### config.mk
export PLATFORM = sky130hd
export DESIGN_NAME = hazard_scoreboard
export DESIGN_NICKNAME = d
export VERILOG_FILES = /design/src/rtl/hazard_scoreboard.sv
export SDC_FILE = /design/constraint.sdc
export NUM_CORES = 1
export LEC_CHECK = 0
export CORE_MARGIN = 5
export CORE_UTILIZATION = 40
export CTS_CLUSTER_DIAMETER = 30
export DETAILED_ROUTE_END_ITERATION = 10
export MAX_ROUTING_LAYER = met4
export PLACE_DENSITY = 0.6
export SLEW_MARGIN = 40
export SYNTH_ARGS = -nofsm -noshare
export SYNTH_HDL_FRONTEND = slang
export SYNTH_SLANG_ARGS = --single-unit
export TNS_END_PERCENT = 1
### constraint.sdc
create_clock -name clk -period 11.7 [get_ports clk]
set_input_delay 1.755 -clock clk [delete_from_list [all_inputs] [get_ports clk]]
set_output_delay 1.755 -clock clk [all_outputs]
set_load 0.02 [all_outputs]
### src/rtl/hazard_scoreboard.sv
// ID-stage hazard scoreboard: per-register forwarding-delay counters that
// stall ID on RAW/WAW hazards, with a saturating stall-cycle counter.
module hazard_scoreboard #(
  parameter int NREGS = 32,
  parameter int AW    = 5,
  parameter int CW    = 3,
  parameter int LAT0  = 0,
  parameter int LAT1  = 1,
  parameter int LAT2  = 2,
  parameter int LAT3  = 4,
  parameter int PW    = 32
) (
  input  logic             clk,
  input  logic             arst,
  input  logic             id_valid,
  input  logic [AW-1:0]    rs1,
  input  logic             rs1_used,
  input  logic [AW-1:0]    rs2,
  input  logic             rs2_used,
  input  logic [AW-1:0]    rd,
  input  logic             reg_write,
  input  logic [1:0]       lat_class,
  input  logic             flush,
  input  logic             perf_clr,
  output logic             stall,
  output logic             pc_write,
  output logic             if_id_write,
  output logic [NREGS-1:0] busy_vec,
  output logic [PW-1:0]    stall_count
);

  logic [CW-1:0] cnt [NREGS];
  logic [CW-1:0] lat_sel;
  logic          raw1, raw2, waw, issue;

  always_comb begin
    lat_sel = '0;
    case (lat_class)
      2'd0:    lat_sel = CW'(LAT0);
      2'd1:    lat_sel = CW'(LAT1);
      2'd2:    lat_sel = CW'(LAT2);
      default: lat_sel = CW'(LAT3);
    endcase
  end

  // rd==rs of the same instruction sees the old count; the set lands next edge.
  always_comb begin
    raw1        = rs1_used  && (rs1 != '0) && (cnt[rs1] != '0);
    raw2        = rs2_used  && (rs2 != '0) && (cnt[rs2] != '0);
    waw         = reg_write && (rd  != '0) && (cnt[rd] > lat_sel);
    stall       = id_valid && !flush && (raw1 || raw2 || waw);
    issue       = id_valid && !flush && !stall;
    pc_write    = !stall;
    if_id_write = !stall;
  end

  always_comb begin
    busy_vec = '0;
    for (int unsigned r = 0; r < NREGS; r++)
      busy_vec[r] = (cnt[r] != '0);
  end

  always_ff @(posedge clk or posedge arst) begin
    if (arst) begin
      for (int unsigned r = 0; r < NREGS; r++)
        cnt[r] <= '0;
    end else begin
      cnt[0] <= '0;
      for (int unsigned r = 1; r < NREGS; r++) begin
        if (issue && reg_write && (rd == AW'(r)))
          cnt[r] <= lat_sel;
        else if (cnt[r] != '0)
          cnt[r] <= cnt[r] - 1'b1;
      end
    end
  end

  always_ff @(posedge clk or posedge arst) begin
    if (arst)
      stall_count <= '0;
    else if (perf_clr)
      stall_count <= '0;
    else if (stall && (stall_count != '1))
      stall_count <= stall_count + PW'(1);
  end

endmodule

==> flow_summary.toml, run 1 <==
[outcome]
outcome = "finished, final reports clean"

[clock_network]
cts_post_setup_buffers_inserted = 0
cts_inserted_buffers = 17
clk-insertion-delay-late_ns = 0.43
cts_num_sinks = 125
clock_tree_from_tritoncts = "done"
h_tree_depth = 4
clock_tree.buffer_depth = 2
buffer_cell_driving_the_clock_tree_root = "clkbuf_16"
cts.clk_slew.worst_paths_ns = 0.08
cts.repair.resized = 0
total_of_hold_buffers_inserted_after_clock_tree_synthesis = 0

[synthesis]
synth_top_area_share = 0.325
yosys_warnings = 0
mappedNetlistNets = 1071
synth_cell_type_count = 60
synth-async-reset-ratio = 1.00
ys_dominant_reg_cell = "dfrtp_1"
synth.yosys.seq_area_share = 0.325
synth_enable_flop_cells = 0
synth_area_per_cell_um2 = 9.83
yosysTopAreaCell = "dfrtp_1"
postSynthRegisterBits = 125
netlist_top_cells_area = "dfrtp_1 (32%), mux2i_1 (13%), ha_1 (8.6%)"
synthCells = 980
post_synth_instance_area_um2 = 9630

[drt]
detailed_route_wire_length_um = 27100
drtPass1Iterations = 8
vias_per_cell = 5.74
avgRoutedWirePerCell_um = 19.7
drt_first_iter_violations = 816
drcViolationCount = 0
vias = 7901
drtAntennaViolNets = 0

[flow_run]
drv.max_cap_violation_count = 0

[worst_setup_path]
crit_slowest_cell = "mux4_2"
worstPathRequired_ns = 9.95
critPathMaxFanout = 32
critical_path.reg2reg.endpoint = "cnt[17]$_DFFE_PP0P_"
rr_worst_depth = 13
regToRegSetupSlack_ns = 7.11
startpoint_type = "primary input"
worst-setup-path-type = "in2out"
crit_path_cells = "clkdlybuf4s50_1, buf_4, mux4_2, mux4_2, mux2_2, ha_1, nor2b_1, o21a_1, o2111ai_1, o41ai_1, a31oi_1, and2_2, or2b_4, inv_2, clkdlybuf4s50_1"
crit_path_arrival_time_ns = 6.12
timing.critical_path.to_type = "output port"
critical-path-max-stage-delay_ns = 0.58
critical_path.reg2reg.startpoint = "cnt[34]$_DFFE_PP0P_"

[place]
placement.cell_area_um2 = 10700
hpwl_um = 19500
quantity_of_i_o_buffers_inserted_on_ports = 90
final_weighted_congestion_in_routability_driven_placement = 0.923

[timing]
final_min_period_over_clock_period = 0.673
holdWs_ns = 0.574
finalMaxSlewViolations = 0
total_negative_slack_ns = 0
finalSetupViolations = 0
report.final.hold_viol_count = 0
grt_setup_unrepaired = "no"
period_needed_ns = 7.88
fin_skew_ns = 0.0163
max_freq_mhz = 127
max_slew_margin = 0.422
timing_worst_slew_pin_value_ns = 0.860

[pwr]
power_density_nw_per_um2 = 231
leakage_uw = 0.00516
peakVddDrop_v = 0.0000810

[cells_and_area]
final_cell_area_um2 = 11300
seqCellArea_um2 = 3130
layout.nets = 1135
drive_gt1_frac = 0.113
synthToLayoutAreaGrowth_pct = 17.6
antenna_cells = 0
fillCellCount = 2218
combined_area_of_the_multi_input_logic_cells_um2 = 5950

[die]
rows = 56
pin_count = 92
start_util = 0.408
fp.dieH_um = 165
core_um2 = 23600
fp.dieW_um = 165
dieArea_um2 = 27300

[grt]
pin_count_of_the_biggest_net_entering_global_routing = 67
grt_overflow = 0
grt_util_all_layers = 0.210
initial_antenna_violation_count = 0
grt_pass1_vias = 7663
first_pass_grt_wire_length_um = 43700

[hold_path]
whs_path_depth = 2
worstHoldPathType = "reg2reg"
worst_hold_path.endpoint = "stall_count[8]$_DFFE_PP0P_"
hold_path_startpoint = "stall_count[8]$_DFFE_PP0P_"
## cell usage after synthesis (all sizes together), types with 2 or more instances
library cell and number:
a2111oi 5, nor4b 11, nor2 71, buf 20, or4 7, and4 5, nor4 18, o21ai 42
ha 66, o41ai 7, a31oi 2, nand2 56, nand4b 8, a31o 2, mux2i 126, mux2 20
or2 3, nand4 20, mux4 32, and3 7, o311ai 2, a311oi 5, nand3 23, o31ai 10
clkbuf 34, and4b 5, nor2b 20, dfrtp 125, nor3 30, inv 79, xnor2 32, and2 3
or3 4, a211oi 5, nand2b 39, nand3b 4, a21oi 19
## worst max-delay path: cells and delay by family
| family | cells | cell delay [ns] |
|---|---|---|
| buffers and inverters | 4 | 1.44 |
| muxes | 3 | 1.32 |
| AOI/OAI and AO/OA | 4 | 0.77 |
| and+or+nand+nor | 3 | 0.51 |
| adders and majority gates | 1 | 0.30 |
## report_power, final
part           switching (uW)  leakage, uW  internal (uW)  total, uW
clock                     243     0.000289            288        531
combinational             611      0.00333            598       1210
sequential                263      0.00154            612        875
## layer usage
metal | GRT usage | vias to the layer above | wire, um | share of wire
li1 | - | 3674 | - | -
met1 | 0.287 | 3889 | 11900 | 0.44
met2 | 0.322 | 301 | 12700 | 0.47
met3 | 0.0407 | 37 | 1980 | 0.073
met4 | 0.0575 | 0 | 518 | 0.019
met5 | - | - | 0 | 0
## sequential cells by signal, indices dropped and copies added, names as in the netlist
name,cells
stall_count,32
cnt,93
## cell usage in the layout (no fill, tap or decap), drive strengths merged, types with 30 or more instances in the layout
| master | instances |
|---|---|
| mux4 | 32 |
| ha | 66 |
| clkdlybuf4s50 | 87 |
| nand2 | 56 |
| dfrtp | 125 |
| o21ai | 42 |
| nor2 | 71 |
| nand2b | 39 |
| mux2i | 126 |
| nor3 | 30 |
| xnor2 | 32 |
| inv | 92 |
## final cells by class
cell class / count / area share
well taps: 319 / 0.0353
flip-flops and latches: 125 / 0.276
clock buffers: 17 / 0.0376
inverters: 79 / 0.0266
clock inverters: 15 / 0.0141
multi-input cells: 722 / 0.525
repair buffers: 99 / 0.0848
## kinds of logic (layout without fill, tap and decap cells)
| kind of cell | after synthesis | after routing | synth area share |
|---|---|---|---|
| compound gates | 108 | 108 | 0.0716 |
| xor+xnor | 32 | 32 | 0.0291 |
| fa+ha+maj | 66 | 66 | 0.0858 |
| buf+inv | 133 | 210 | 0.0585 |
| flops | 125 | 125 | 0.325 |
| mux | 178 | 178 | 0.230 |
| other cells | 1 | 1 | 0.000389 |
| simple gates | 337 | 337 | 0.200 |
## stage by stage
step	util	power, uW	cells	setup slack, ns
floorplan	-	1720	980	4.63
global placement	0.455	2060	1344	3.88
detailed placement	0.454	2090	1344	3.83
CTS	0.479	2630	1376	3.82
global route	0.479	2840	1376	3.64
finish	0.479	2620	1376	3.82
## worst max path at each step
| stage | from | to | slack (ns) | cells past startpoint |
|---|---|---|---|---|
| 2_1_floorplan | rd[0] | pc_write | 4.63 | 15 |
| 3_3_place_gp | rd[1] | stall | 3.88 | 15 |
| 3_5_place_dp | rd[1] | stall | 3.83 | 15 |
| 4_1_cts | rd[1] | stall | 3.82 | 15 |
| 5_1_grt | rd[1] | stall | 3.64 | 15 |
| 6_report | rd[1] | stall | 3.82 | 15 |
(Power assumes the default switching activity.)
==> run 2: changes to the inputs <==
==> constraint.sdc (replaced) <==
create_clock -name clk -period 7.3 [get_ports clk]
set_input_delay 1.095 -clock clk [delete_from_list [all_inputs] [get_ports clk]]
set_output_delay 1.095 -clock clk [all_outputs]
set_load 0.02 [all_outputs]
==> run 2 against run 1 <==
Effect of this change:
- combinational power is 61% higher
- hold slack better by 0.0052 ns
- setup slack got worse by 3.0 ns
- largest power group unchanged
- sequential power grew 61%
- first-iteration DRC count down 23%
- critical path depth stayed put
- final cell count increased by 0.29%
- total power is 61% higher
- register-to-register slack worse by 4.4 ns
- clock skew decreased by 0.0038 ns
- flip-flop and latch count unchanged
- routed wire length down 0.40%
- critical endpoint unchanged
==> flow_summary.toml, run 2 (same netlist as run 1, synthesis figures left out) <==
[grt]
grt_overflow = 0
first_pass_grt_wire_length_um = 42900
pin_count_of_the_biggest_net_entering_global_routing = 72
grt_util_all_layers = 0.208
initial_antenna_violation_count = 0
grt_pass1_vias = 7731

[timing]
max_slew_margin = 0.483
grt_setup_unrepaired = "no"
period_needed_ns = 6.48
finalMaxSlewViolations = 0
timing_worst_slew_pin_value_ns = 0.773
final_min_period_over_clock_period = 0.887
report.final.hold_viol_count = 0
total_negative_slack_ns = 0
holdWs_ns = 0.579
fin_skew_ns = 0.0126
max_freq_mhz = 154
finalSetupViolations = 0
setup_slack_ns = 0.825

[drt]
drt_first_iter_violations = 632
detailed_route_wire_length_um = 26900
vias_per_cell = 5.71
drcViolationCount = 0
avgRoutedWirePerCell_um = 19.5
drtAntennaViolNets = 0
vias = 7884
drtPass1Iterations = 5

[cells_and_area]
final_cell_area_um2 = 11400
largest_register_ff_count = 93
synthToLayoutAreaGrowth_pct = 18.0
layout.nets = 1139
fillCellCount = 2197
drive_gt1_frac = 0.116
top_register_by_number_of_flip_flops = "cnt"
layout.cells.most_common = "mux2i_1"
biggestRegsByFlops = "cnt: 93 flops, stall_count: 32 flops"
antenna_cells = 0
combined_area_of_the_multi_input_logic_cells_um2 = 5950
seqCellArea_um2 = 3130
layout_common_cells = "mux2i_1 (126), dfrtp_1 (125), clkdlybuf4s50_1 (88)"

[worst_setup_path]
crit_path_cells = "clkdlybuf4s50_1, buf_4, mux4_2, mux4_2, mux2_2, ha_1, nor2b_1, o21a_1, o2111ai_1, o41ai_1, a31oi_1, and2_2, or2b_4, inv_2, clkdlybuf4s50_1"
worstPathRequired_ns = 6.20
critical_path.reg2reg.startpoint = "cnt[46]$_DFFE_PP0P_"
crit_path_arrival_time_ns = 5.38
critical-path-max-stage-delay_ns = 0.64
startpoint_type = "primary input"
regToRegSetupSlack_ns = 2.75
critical_path.reg2reg.endpoint = "cnt[17]$_DFFE_PP0P_"
critPathLaunch = "rd[1]"
worst-setup-path-type = "in2out"
crit_end = "stall"
crit_slowest_cell = "clkdlybuf4s50_1"
critPathMaxFanout = 17
timing.critical_path.to_type = "output port"
rr_worst_depth = 13

[clock_network]
clock_tree_from_tritoncts = "done"
buffer_cell_driving_the_clock_tree_root = "clkbuf_16"
clock_tree.buffer_depth = 2
cts.clk_slew.worst_paths_ns = 0.07
cts_post_setup_buffers_inserted = 0
cts_inserted_buffers = 17
clk-insertion-delay-late_ns = 0.43
total_of_hold_buffers_inserted_after_clock_tree_synthesis = 0
h_tree_depth = 4
cts_num_sinks = 125
cts.repair.resized = 0

[die]
fp.dieW_um = 165
core_um2 = 23600
pin_count = 92
fp.dieH_um = 165
start_util = 0.408
dieArea_um2 = 27300
rows = 56

[pwr]
power_density_nw_per_um2 = 371
leakage_uw = 0.00517
peakVddDrop_v = 0.000129

[place]
final_weighted_congestion_in_routability_driven_placement = 0.950
detailedPlace.worstSlack_ns = 0.832
hpwl_um = 19800
placement.cell_area_um2 = 10800
quantity_of_i_o_buffers_inserted_on_ports = 90

[hold_path]
worstHoldPathType = "reg2reg"
whs_path_depth = 2

[flow_run]
drv.max_cap_violation_count = 0

[outcome]
outcome = "finished, final reports clean"
-- run 2: cell types whose count changed in the layout (fill, tap and decap cells not counted), sizes merged --
cell	delta
buf	+3
inv	-2
bufinv	+1
clkdlybuf4s50	+1
clkinvlp	+1
-- run 2: how the worst min path moves through the flow --
stage | startpoint | to | slack [ns]
after global routing | stall_count[28]$_DFFE_PP0P_ | stall_count[28]$_DFFE_PP0P_ | 0.61
final | stall_count[24]$_DFFE_PP0P_ | stall_count[24]$_DFFE_PP0P_ | 0.58
after floorplan | cnt[87]$_DFFE_PP0P_ | cnt[87]$_DFFE_PP0P_ | 0.57
after global placement | stall_count[24]$_DFFE_PP0P_ | stall_count[24]$_DFFE_PP0P_ | 0.57
after detailed placement | stall_count[8]$_DFFE_PP0P_ | stall_count[8]$_DFFE_PP0P_ | 0.57
after CTS | stall_count[8]$_DFFE_PP0P_ | stall_count[8]$_DFFE_PP0P_ | 0.58
-- run 2: critical path, delay by kind of cell --
family | cells | cell delay (ns)
adders and majority gates | 1 | 0.31
and+or+nand+nor | 3 | 0.51
AOI/OAI and AO/OA | 4 | 0.78
buffers and inverters | 4 | 1.58
muxes | 3 | 1.11
-- run 2: final cells by class --
cell class | instances | area share
clock buffers | 17 | 0.0374
clock inverters | 15 | 0.0145
inverters | 79 | 0.0265
multi-input cells | 722 | 0.524
flip-flops and latches | 125 | 0.275
well taps | 319 | 0.0351
repair buffers | 103 | 0.0872
-- run 2: per-layer routing --
layer	share of wire	vias up	GRT usage
met5	0	-	-
met2	0.46	266	0.322
met4	0.022	0	0.0631
met3	0.064	47	0.0454
li1	-	3674	-
met1	0.45	3897	0.275
-- run 2: where the power goes --
group          internal [uW]  switching, uW  total [uW]
sequential               982            426        1410
combinational            960            988        1950
clock                    487            371         858
-- run 2: per-stage QoR --
step | instances | power [uW] | utilization
2_1_floorplan | 980 | 2760 | -
3_3_place_gp | 1348 | 3300 | 0.456
3_5_place_dp | 1348 | 3360 | 0.456
4_1_cts | 1380 | 4240 | 0.481
5_1_grt | 1380 | 4570 | 0.481
6_report | 1380 | 4210 | 0.481
==> run 3: changes to the inputs <==
--- a/config.mk
+++ b/config.mk
@@ -6,11 +6,11 @@
 export NUM_CORES = 1
 export LEC_CHECK = 0
 export CORE_MARGIN = 5
-export CORE_UTILIZATION = 40
+export CORE_UTILIZATION = 25
 export CTS_CLUSTER_DIAMETER = 30
 export DETAILED_ROUTE_END_ITERATION = 10
 export MAX_ROUTING_LAYER = met4
-export PLACE_DENSITY = 0.6
+export PLACE_DENSITY = 0.42
 export SLEW_MARGIN = 40
 export SYNTH_ARGS = -nofsm -noshare
 export SYNTH_HDL_FRONTEND = slang
==> run 3 against run 2 <==
Effect of this change:
- sequential power barely moved
- critical path type unchanged
- largest power group unchanged
- combinational power is essentially flat
- largest cell class unchanged
- total power about the same
- highest routed layer unchanged
- hold slack worse by 0.0068 ns
- critical endpoint unchanged
==> flow_summary.toml, run 3 (same netlist as run 1, synthesis figures left out) <==
[outcome]
outcome = "finished, final reports clean"

[clock_network]
cts.repair.resized = 0
cts_post_setup_buffers_inserted = 0
clock_tree_from_tritoncts = "done"
clk-insertion-delay-late_ns = 0.45
buffer_cell_driving_the_clock_tree_root = "clkbuf_16"
cts_inserted_buffers = 17
cts.clk_slew.worst_paths_ns = 0.07
h_tree_depth = 4
cts_num_sinks = 125
total_of_hold_buffers_inserted_after_clock_tree_synthesis = 0
clock_tree.buffer_depth = 2

[timing]
fin_skew_ns = 0.0139
period_needed_ns = 6.41
finalSetupViolations = 0
report.final.hold_viol_count = 0
total_negative_slack_ns = 0
setup_slack_ns = 0.888
grt_setup_unrepaired = "no"
max_slew_margin = 0.486
finalMaxSlewViolations = 0
timing_worst_slew_pin_value_ns = 0.751
final_min_period_over_clock_period = 0.878
max_freq_mhz = 156

[worst_setup_path]
timing.critical_path.to_type = "output port"
critical-path-max-stage-delay_ns = 0.60
worst-setup-path-type = "in2out"
crit_path_arrival_time_ns = 5.32
startpoint_type = "primary input"
regToRegSetupSlack_ns = 2.75
crit_end = "stall"
critical_path.reg2reg.startpoint = "cnt[4]$_DFFE_PP0P_"
crit_slowest_cell = "clkdlybuf4s50_1"
stages_on_the_worst_setup_path = 15
critical_path.reg2reg.endpoint = "cnt[11]$_DFFE_PP0P_"
worstPathRequired_ns = 6.20
critPathMaxFanout = 14
critPathLaunch = "rd[1]"
rr_worst_depth = 13
cp.buffers_inverters = 4
crit_family = "buffers and inverters"
crit_path_cells = "clkdlybuf4s50_1, buf_4, mux4_2, mux4_2, mux2_2, ha_1, nor2b_1, o21a_1, o2111ai_1, o41ai_1, a31oi_1, and2_2, or2b_4, inv_2, clkdlybuf4s50_1"

[place]
final_weighted_congestion_in_routability_driven_placement = 0.846
detailedPlace.worstSlack_ns = 0.727
placement.cell_area_um2 = 11000
quantity_of_i_o_buffers_inserted_on_ports = 90
hpwl_um = 22300
placed_cells_incl_taps = 1543

[cells_and_area]
drive_gt1_frac = 0.118
final_cell_area_um2 = 11600
layout_common_cells = "mux2i_1 (126), dfrtp_1 (125), clkdlybuf4s50_1 (86)"
filler_free_cell_count_of_the_finished_design = 1575
synthToLayoutAreaGrowth_pct = 20.3
layout.cells.most_common = "mux2i_1"
layout.nets = 1142
top_register_by_number_of_flip_flops = "cnt"
biggestRegsByFlops = "cnt: 93 flops, stall_count: 32 flops"
antenna_cells = 0
largest_register_ff_count = 93

[die]
start_util = 0.254
fp.dieH_um = 206
core_um2 = 37800
dieArea_um2 = 42500
pin_count = 92
rows = 71
fp.dieW_um = 206

[drt]
drtPass1Iterations = 5
avgRoutedWirePerCell_um = 19.4
drtAntennaViolNets = 0
drcViolationCount = 0
drt_first_iter_violations = 589
vias = 7711
vias_per_cell = 4.90
detailed_route_wire_length_um = 30500

[grt]
grt_pass1_vias = 7852
pin_count_of_the_biggest_net_entering_global_routing = 56
initial_antenna_violation_count = 0
grt_overflow = 0
grt_util_all_layers = 0.151
first_pass_grt_wire_length_um = 47700

[hold_path]
hold_path_startpoint = "stall_count[8]$_DFFE_PP0P_"
worstHoldPathType = "reg2reg"

[pwr]
peakVddDrop_v = 0.000185
power_density_nw_per_um2 = 363
leakage_uw = 0.00518

[flow_run]
drv.max_cap_violation_count = 0
[run 3: stage by stage]
step	util	total power, uW	hold slack, ns
after floorplan	-	2760	0.571
after global placement	0.291	3370	0.559
after detailed placement	0.291	3380	0.572
after CTS	0.307	4270	0.581
after global routing	0.306	4590	0.623
final	0.306	4210	0.572
[run 3: cell type report]
cell class | instances | area, um^2
Sequential cell | 125 | 3130
Timing Repair Buffer | 106 | 1000
Multi-Input combinational cell | 722 | 5940
Clock inverter | 14 | 135
Tap cell | 511 | 639
Inverter | 79 | 299
Fill cell | 3966 | 26300
Clock buffer | 18 | 439
[run 3: worst reg2reg max path, delay by kind of cell (launching register included)]
| kind | cells | cell delay, ns |
|---|---|---|
| flops | 1 | 0.44 |
| simple gates | 3 | 0.83 |
| buf+inv | 1 | 0.58 |
| mux | 4 | 1.49 |
| fa+ha+maj | 1 | 0.30 |
| compound gates | 4 | 0.78 |
[run 3: how the worst min path moves through the flow]
stage	end	slack, ns	cells after the start
2_1_floorplan	cnt[87]$_DFFE_PP0P_	0.57	2
3_3_place_gp	stall_count[8]$_DFFE_PP0P_	0.56	2
3_5_place_dp	stall_count[8]$_DFFE_PP0P_	0.57	2
4_1_cts	stall_count[8]$_DFFE_PP0P_	0.58	2
5_1_grt	stall_count[28]$_DFFE_PP0P_	0.62	2
6_report	stall_count[8]$_DFFE_PP0P_	0.57	2
[run 3: layer usage]
| layer | wire (um) | GRT usage |
|---|---|---|
| met5 | 0 | - |
| met1 | 14700 | 0.207 |
| met3 | 1220 | 0.0259 |
| met4 | 448 | 0.0413 |
| met2 | 14100 | 0.232 |
[run 3: power breakdown]
part | switching [uW] | total (uW) | internal [uW]
combinational | 994 | 1950 | 959
sequential | 427 | 1410 | 982
clock | 365 | 848 | 482
total | 1790 | 4210 | 2420
